File: src/rtl/screen_pixel_sequencer_if.sv
// Screen-draw bus: start/hold control, screen ROM address/data, and the
// x/y/colour/plot stream toward the VGA adapter.
interface screen_pixel_sequencer_if #(
    parameter int ADDR_W  = 15,
    parameter int COLOR_W = 3
);
    logic               start;
    logic               hold;
    logic [ADDR_W-1:0]  rom_addr;
    logic [COLOR_W-1:0] rom_data;
    logic [7:0]         x;
    logic [6:0]         y;
    logic [COLOR_W-1:0] colour;
    logic               plot;
    logic               busy;
    logic               done;

    modport master (
        input  start, hold, rom_data,
        output rom_addr, x, y, colour, plot, busy, done
    );

    modport slave (
        output start, hold, rom_data,
        input  rom_addr, x, y, colour, plot, busy, done
    );
endinterface

File: src/rtl/screen_pixel_sequencer.sv
// Full-screen image sequencer: walks the screen ROM linearly and re-aligns
// the returned colour with its x/y coordinate to produce one plot per pixel.
module screen_pixel_sequencer #(
    parameter int WIDTH   = 160,
    parameter int HEIGHT  = 120,
    parameter int ADDR_W  = 15,
    parameter int COLOR_W = 3,
    parameter int ROM_LAT = 1
) (
    input logic                      clk,
    input logic                      resetn,
    screen_pixel_sequencer_if.master bus
);
    localparam int                NPIX      = WIDTH * HEIGHT;
    localparam logic [ADDR_W-1:0] LAST_ADDR = ADDR_W'(NPIX - 1);
    localparam logic [7:0]        LAST_X    = 8'(WIDTH - 1);
    localparam logic [6:0]        LAST_Y    = 7'(HEIGHT - 1);

    typedef enum logic [1:0] {IDLE, FETCH, DRAIN, DONE} state_t;

    state_t              state;
    logic [ADDR_W-1:0]   ic;
    logic [7:0]          cx;
    logic [6:0]          cy;
    logic                busy;
    logic                done;

    // bit i of vld_p is pipeline stage i; the last stage lines up with rom_data
    logic [ROM_LAT-1:0]  vld_p;
    logic [7:0]          cx_p [ROM_LAT];
    logic [6:0]          cy_p [ROM_LAT];

    logic                plot;
    logic [7:0]          x;
    logic [6:0]          y;
    logic [COLOR_W-1:0]  colour;

    logic                issue;
    logic                pipe_empty;

    assign issue      = (state == FETCH) && !bus.hold;
    assign pipe_empty = (vld_p == '0);

    // Issue stage: FSM, address counters and the valid shift register
    always_ff @(posedge clk or negedge resetn) begin
        if (!resetn) begin
            state <= IDLE;
            ic    <= '0;
            cx    <= '0;
            cy    <= '0;
            vld_p <= '0;
            busy  <= 1'b0;
            done  <= 1'b0;
        end else begin
            vld_p <= (vld_p << 1) | ROM_LAT'(issue);
            done  <= 1'b0;
            case (state)
                IDLE: begin
                    if (bus.start) begin
                        state <= FETCH;
                        busy  <= 1'b1;
                        ic    <= '0;
                        cx    <= '0;
                        cy    <= '0;
                    end
                end
                FETCH: begin
                    if (!bus.hold) begin
                        if (ic == LAST_ADDR) begin
                            state <= DRAIN;
                        end else begin
                            ic <= ic + 1'b1;
                            if (cx == LAST_X) begin
                                cx <= '0;
                                if (cy != LAST_Y) cy <= cy + 1'b1;
                            end else begin
                                cx <= cx + 1'b1;
                            end
                        end
                    end
                end
                DRAIN: begin
                    if (pipe_empty) begin
                        state <= DONE;
                        busy  <= 1'b0;
                        done  <= 1'b1;
                        ic    <= '0;
                        cx    <= '0;
                        cy    <= '0;
                    end
                end
                DONE: begin
                    state <= IDLE;
                end
                default: begin
                    state <= IDLE;
                end
            endcase
        end
    end

    // Coordinate delay stages: pure data, shifted every cycle like vld_p
    always_ff @(posedge clk) begin
        cx_p[0] <= cx;
        cy_p[0] <= cy;
        for (int i = 1; i < ROM_LAT; i++) begin
            cx_p[i] <= cx_p[i-1];
            cy_p[i] <= cy_p[i-1];
        end
    end

    // Output stage: capture on a valid slot, otherwise hold the last pixel
    always_ff @(posedge clk or negedge resetn) begin
        if (!resetn) begin
            plot   <= 1'b0;
            x      <= '0;
            y      <= '0;
            colour <= '0;
        end else begin
            plot <= vld_p[ROM_LAT-1];
            if (vld_p[ROM_LAT-1]) begin
                x      <= cx_p[ROM_LAT-1];
                y      <= cy_p[ROM_LAT-1];
                colour <= bus.rom_data;
            end
        end
    end

    assign bus.rom_addr = ic;
    assign bus.x        = x;
    assign bus.y        = y;
    assign bus.colour   = colour;
    assign bus.plot     = plot;
    assign bus.busy     = busy;
    assign bus.done     = done;
endmodule

File: src/flat_wrapper.sv
// flat-port wrapper written by rule: the top's interface ports become plain ports
module screen_pixel_sequencer_flat 
#(
    parameter int WIDTH   = 160,
    parameter int HEIGHT  = 120,
    parameter int ADDR_W  = 15,
    parameter int COLOR_W = 3,
    parameter int ROM_LAT = 1
)
  (clk, resetn, bus_start, bus_hold, bus_rom_data, bus_rom_addr, bus_x, bus_y, bus_colour, bus_plot, bus_busy, bus_done);
  screen_pixel_sequencer_if #(.ADDR_W(ADDR_W), .COLOR_W(COLOR_W)) bus_i ();
  input logic clk;
  input logic resetn;
  input wire logic [$bits(bus_i.start)-1:0] bus_start;
  input wire logic [$bits(bus_i.hold)-1:0] bus_hold;
  input wire logic [$bits(bus_i.rom_data)-1:0] bus_rom_data;
  output wire logic [$bits(bus_i.rom_addr)-1:0] bus_rom_addr;
  output wire logic [$bits(bus_i.x)-1:0] bus_x;
  output wire logic [$bits(bus_i.y)-1:0] bus_y;
  output wire logic [$bits(bus_i.colour)-1:0] bus_colour;
  output wire logic [$bits(bus_i.plot)-1:0] bus_plot;
  output wire logic [$bits(bus_i.busy)-1:0] bus_busy;
  output wire logic [$bits(bus_i.done)-1:0] bus_done;
  assign bus_i.start = bus_start;
  assign bus_i.hold = bus_hold;
  assign bus_i.rom_data = bus_rom_data;
  assign bus_rom_addr = bus_i.rom_addr;
  assign bus_x = bus_i.x;
  assign bus_y = bus_i.y;
  assign bus_colour = bus_i.colour;
  assign bus_plot = bus_i.plot;
  assign bus_busy = bus_i.busy;
  assign bus_done = bus_i.done;
  screen_pixel_sequencer #(.WIDTH(WIDTH), .HEIGHT(HEIGHT), .ADDR_W(ADDR_W), .COLOR_W(COLOR_W), .ROM_LAT(ROM_LAT)) u_core (.clk(clk), .resetn(resetn), .bus(bus_i));
endmodule
File: config.mk
export PLATFORM = sky130hd
export DESIGN_NAME = screen_pixel_sequencer_flat
export DESIGN_NICKNAME = d
export VERILOG_FILES = /design/src/rtl/screen_pixel_sequencer_if.sv /design/src/rtl/screen_pixel_sequencer.sv /design/src/flat_wrapper.sv
export SDC_FILE = /design/constraint.sdc
export NUM_CORES = 1
export LEC_CHECK = 0
export ABC_AREA = 1
export CORE_AREA = 3 3 81 83
export CTS_CLUSTER_DIAMETER = 50
export DETAILED_ROUTE_END_ITERATION = 7
export DIE_AREA = 0 0 84 86
export PLACE_DENSITY = 0.74
export SLEW_MARGIN = 10
export SYNTH_ARGS = -nofsm -noshare
export SYNTH_HDL_FRONTEND = slang
export SYNTH_SLANG_ARGS = --single-unit
File: constraint.sdc
create_clock -name clk -period 2.4 [get_ports clk]
set_clock_uncertainty 0.1 [all_clocks]
set_input_delay 0.48 -clock clk [delete_from_list [all_inputs] [get_ports clk]]
set_output_delay 0.48 -clock clk [all_outputs]
set_load 0.02 [all_outputs]
==> flow_summary_export.csv, run 1 <==
group,metric,value,unit
run_status,status,"complete, no violations",
pwr,leakage,1.88,nW
pwr,power_density,894,nW/um^2
critical_path,cp-end-kind,"output port",
drt,routed_wl,5.93,mm
clock_tree,post_cts_buffers,0,
drt,dr.pass1.iters,4,
critical_path,cp.arrival,1480,ps
sta,fin_tns_setup,0,ps
grt,overflow,0,
synth,avgSynthCellArea,8.72,um^2
synth,synth-seq-cells,69,
floorplan,chipWidth,84,um
sta,tightest_slew,571,ps
critical_path,crit_family,"buffers and inverters",
grt,first_global_vias,2343,
cells_and_area,num-fill-cells,488,
sta,slew_headroom,0.619,
synth,ys_types,30,
place,dp_slack,329,ps
critical_path,slowest_stage,"clkdlybuf4s50_1",
run,drv_cap,0,
sta,holdWs,22.9,ps
clock_tree,cts_resized,0,
critical_path,critPathKind,"reg2out",
cells_and_area,fin_nets,422,
sta,slew_violations,0,
floorplan,ios,43,
sta,fin_ws,340,ps
synth,synth_area,3140,um^2
critical_path,path_buf_inv,1,
sta,period_share,0.858,
synth,synth_top_flop_cell,"dfrtp_1",
synth,synth_top_area_frac,0.430,
sta,timing.final.crit_period,2060,ps
clock_tree,cts-root-buf,"clkbuf_8",
min_path,worstHoldPathType,"in2async",
clock_tree,cts.sinks,69,
drt,drc_errors,0,
grt,grt_first_pass_wirelength,10.7,mm
clock_tree,cts_buffers,9,
drt,ant_nets,0,
pwr,ir_drop,0.523,mV
cells_and_area,drive_above_1_share,0.118,
place,routabilityCongestion,0.848,
place,place_hpwl,4.18,mm
synth,synth_top_cells_by_area,"dfrtp_1 43%, nand2_1 15%, dfxtp_1 9.6%, mux2_2 6.5%, nand3_1 4.5%",
floorplan,fp.dieH,86,um
clock_tree,holdBufCountCts,0,
synth,synth_cells,360,
sta,grt_setup_unrepaired,"false",
critical_path,crit_required,1820,ps
cells_and_area,diodes,0,
critical_path,cp_cell_sequence,"clkdlybuf4s50_1",
synth,synthArstFlopShare,0.783,
critical_path,cp_max_fo,8,
floorplan,initial_core_util,0.530,
sta,hold_violations,0,
cells_and_area,area_growth,21.3,%
clock_tree,clockBufferDepth,2,
grt,antenna_found_initial,0,
synth,synth-edff-count,0,
critical_path,start_kind,"flip-flop",
sta,setup_viol,0,
critical_path,worst_path_largest_cell_delay,660,ps
sta,max_freq,485,MHz
floorplan,die_area,7220,um^2
grt,grt_max_degree,32,
clock_tree,htree_levels,3,
drt,wl_per_cell,12.1,um
drt,drtIter0Drc,193,
clock_tree,clk_latency,330,ps
place,portBuffers,42,
drt,viasPerCell,5.00,
synth,synth_top_cell_by_area,"dfrtp_1",
floorplan,core,5920,um^2
drt,routed-via-count,2444,
synth,yosys_warnings,0,
synth,syn_nets,373,
clock_tree,clk_pin_slew,70,ps
floorplan,rows,28,
clock_tree,cts_tree,"built",
grt,track_usage,0.184,
synth,yosysSeqAreaShare,0.526,
-- cell type report --
type,count,area (um^2),share of cell area
timing repair buffer,46,458,0.120
clock inverter,4,25.0,0.00657
inverter,28,105,0.0276
clock buffer,12,145,0.0381
tap,75,93.8,0.0246
multi-input combinational,255,1330,0.349
sequential,69,1650,0.434
-- Yosys cell counts (2+ instances only) --
cell type and count:
a21oi_1 4, buf_2 4, buf_6 2, dfrtp_1 54, dfxtp_1 15, ha_1 6
inv_1 26, mux2_2 18, nand2_1 123, nand2_2 3, nand2_4 2, nand3_1 28
nand4_1 12, nor2_1 32, nor3_1 3, o21ai_0 6, or2_2 4, xnor2_1 4
xor2_1 3
-- final timing paths --
path	from	to	slack [ps]	cells after the start
max	u_core.bus.rom_addr[8]	bus_rom_addr[8]	340	1
min	resetn	u_core.bus.y[3]	20	1
max reg2reg	u_core.state[1]	u_core.cy[0]	350	8
min reg2reg	u_core.cx[1]	u_core.cx_p[0][1]	330	0
max in group asynchronous	resetn	u_core.bus.y[1]	1630	2
min in group clk	u_core.cx[1]	u_core.cx_p[0][1]	330	0
-- registers in the layout, summed over array words and instances, names as in the netlist, 3 cells and up --
| register | count |
|---|---|
| u_core.bus.colour | 3 |
| u_core.cy_p | 7 |
| u_core.bus.y | 7 |
| u_core.cx | 8 |
| u_core.bus.x | 8 |
| u_core.cy | 7 |
| u_core.bus.rom_addr | 15 |
| u_core.cx_p | 8 |
-- cells by family (layout without fill, tap and decap cells) --
kind of cell	count (synthesis)	after routing	share of synthesized area
and+or+nand+nor	210	210	0.288
DFF	69	69	0.526
buffers and inverters	36	90	0.0506
muxes	18	18	0.0645
AOI/OAI and AO/OA	14	14	0.0275
xor gates and xnor gates	7	7	0.0195
adders and majority gates	6	6	0.0239
-- stage by stage --
stage	util	cell area (um^2)	total power [mW]	cells
final	0.643	3810	3.41	489
after detailed placement	0.615	3640	2.64	473
after global routing	0.643	3810	3.65	489
after global placement	0.615	3640	2.60	473
after floorplan	-	3140	2.30	360
after CTS	0.643	3810	3.44	489
-- report_power, final --
part | switching [mW] | internal, mW
Clock | 0.401 | 0.400
Sequential | 0.0937 | 1.31
Combinational | 0.774 | 0.426
Total | 1.27 | 2.14
-- cell usage in the layout (no fill, tap or decap), types with 6 or more instances in the layout --
cell	n
nand2_1	123
dfrtp_1	54
clkdlybuf4s50_1	41
nor2_1	32
nand3_1	28
inv_1	26
mux2_2	18
dfxtp_1	15
nand4_1	12
clkbuf_8	10
o21ai_0	6
ha_1	6
-- layer usage --
metal  up-vias  track usage  part of all wire  routed length [um]
met4         0       0.0658             0.015                  90
met2        54        0.294              0.47                2780
met1      1134        0.239              0.48                2820
met3        10       0.0557             0.040                 238
met5         -            0                 0                   0
li1       1246            -                 -                   -
Power figures use the tool's default switching activity.
==> run 2, diff against run 1 <==
SLEW_MARGIN = 20   (was 10)
==> results of run 2 <==
No change in the layout: final DEF, timing and power equal those of run 1.
==> run 3, diff against run 2 <==
CORE_AREA = 3 3 91 93   (was 3 3 81 83)
DIE_AREA = 0 0 94 96   (was 0 0 84 86)
PLACE_DENSITY = 0.6   (was 0.74)
==> run 3 against run 2 <==
Effect of this change: flip-flop and latch count did not move; critical path type unchanged; non-clock buffer count rose by 1; highest routed layer unchanged; sequential power barely moved; routed wire length rose by 2.9%; critical endpoint is now bus_rom_addr[10]; first-iteration DRC count fell by 29%; largest power group unchanged; final area rose by 2.7%.
==> flow_summary_export.csv, run 3 (synthesized netlist as in run 1, its figures left out) <==
group,metric,value,unit
run_status,status,"complete, no violations",
critical_path,cp_cell_sequence,"clkdlybuf4s50_1",
critical_path,slowest_stage,"clkdlybuf4s50_1",
cells_and_area,layout_commonest_cell,"nand2_1",
floorplan,fp.dieH,96,um
clock_tree,cts-root-buf,"clkbuf_8",
cells_and_area,largest_register_ffs,15,
drt,drc_errors,0,
grt,track_usage,0.151,
floorplan,rows,32,
clock_tree,htree_levels,3,
cells_and_area,stdcell_area,3910,um^2
place,portBuffers,42,
cells_and_area,layout_common_cells,"123 x nand2_1, 54 x dfrtp_1, 41 x clkdlybuf4s50_1",
grt,grt_first_pass_wirelength,10.7,mm
floorplan,die_area,9020,um^2
drt,dr.pass1.iters,4,
pwr,ir_drop,0.337,mV
sta,setup_viol,0,
grt,overflow,0,
run,drv_cap,0,
sta,tightest_slew,672,ps
drt,wl_per_cell,11.8,um
cells_and_area,utilization,0.514,
grt,first_global_vias,2337,
critical_path,reg2regPathDepth,8,
drt,routed-via-count,2464,
critical_path,cp.arrival,1480,ps
drt,viasPerCell,4.77,
clock_tree,holdBufCountCts,0,
critical_path,path_buf_inv,1,
drt,ant_nets,0,
sta,max_freq,484,MHz
clock_tree,clk_pin_slew,80,ps
place,routabilityCongestion,0.851,
drt,routed_wl,6.10,mm
critical_path,cp_max_fo,7,
cells_and_area,num-fill-cells,718,
floorplan,chipWidth,94,um
sta,fin_tns_setup,0,ps
sta,slew_headroom,0.552,
clock_tree,post_cts_buffers,0,
clock_tree,cts_buffers,9,
place,place_area,3670,um^2
critical_path,start_kind,"flip-flop",
pwr,power_density,962,nW/um^2
critical_path,crit_required,1820,ps
place,place_hpwl,4.20,mm
critical_path,crit_family,"buffers and inverters",
sta,slew_violations,0,
floorplan,core,7610,um^2
clock_tree,clk_latency,340,ps
pwr,power.total,3.76,mW
cells_and_area,area_growth,24.5,%
critical_path,cp-end-kind,"output port",
critical_path,critPathKind,"reg2out",
grt,antenna_found_initial,0,
sta,holdWs,169,ps
clock_tree,cts_resized,0,
floorplan,ios,43,
floorplan,initial_core_util,0.413,
critical_path,cp_num_cells,1,
clock_tree,cts.sinks,69,
grt,grt_max_degree,55,
sta,grt_setup_unrepaired,"false",
cells_and_area,drive_above_1_share,0.125,
sta,timing.final.crit_period,2060,ps
clock_tree,clockBufferDepth,2,
sta,hold_violations,0,
drt,drtIter0Drc,137,
critical_path,worst_path_largest_cell_delay,660,ps
clock_tree,cts_tree,"built",
pwr,leakage,1.92,nW
cells_and_area,fin_nets,423,
cells_and_area,diodes,0,
sta,period_share,0.860,
min_path,worstHoldPathType,"in2async",
[run 3: worst paths after layout]
| check | start | end | slack [ps] |
|---|---|---|---|
| setup reg to reg | u_core.state[1] | u_core.cy[5] | 400 |
| setup / recovery | u_core.bus.rom_addr[10] | bus_rom_addr[10] | 340 |
| hold reg to reg | u_core.cy[5] | u_core.cy_p[0][5] | 320 |
| hold / removal | resetn | u_core.bus.x[7] | 170 |
| min in group clk | u_core.cy[5] | u_core.cy_p[0][5] | 320 |
| max in group asynchronous | resetn | u_core.bus.rom_addr[12] | 1590 |
[run 3: layout make-up]
cell class,instances,area (um^2),share of cell area
flip-flops and latches,69,1650,0.422
multi-input cells,255,1330,0.340
repair buffers,47,453,0.116
well taps,102,128,0.0326
clock buffers,9,124,0.0317
clock inverters,7,120,0.0307
inverters,28,105,0.0269
[run 3: metrics by stage]
step | setup WS [ps] | instances
3_5_place_dp | 324 | 501
6_report | 336 | 517
5_1_grt | 218 | 517
3_3_place_gp | 371 | 501
2_1_floorplan | 680 | 360
4_1_cts | 313 | 517
[run 3: power breakdown]
group	internal [mW]	leakage, nW	switching, mW	total [mW]
logic	0.433	0.943	0.780	1.21
clock network	0.695	0.120	0.449	1.14
registers	1.31	0.856	0.0931	1.40
total	2.44	1.92	1.32	3.76
[run 3: metal layers]
metal,part of all wire,GRT usage
met1,0.48,0.198
met2,0.46,0.240
met3,0.047,0.0367
met4,0.0084,0.0626
met5,0,0
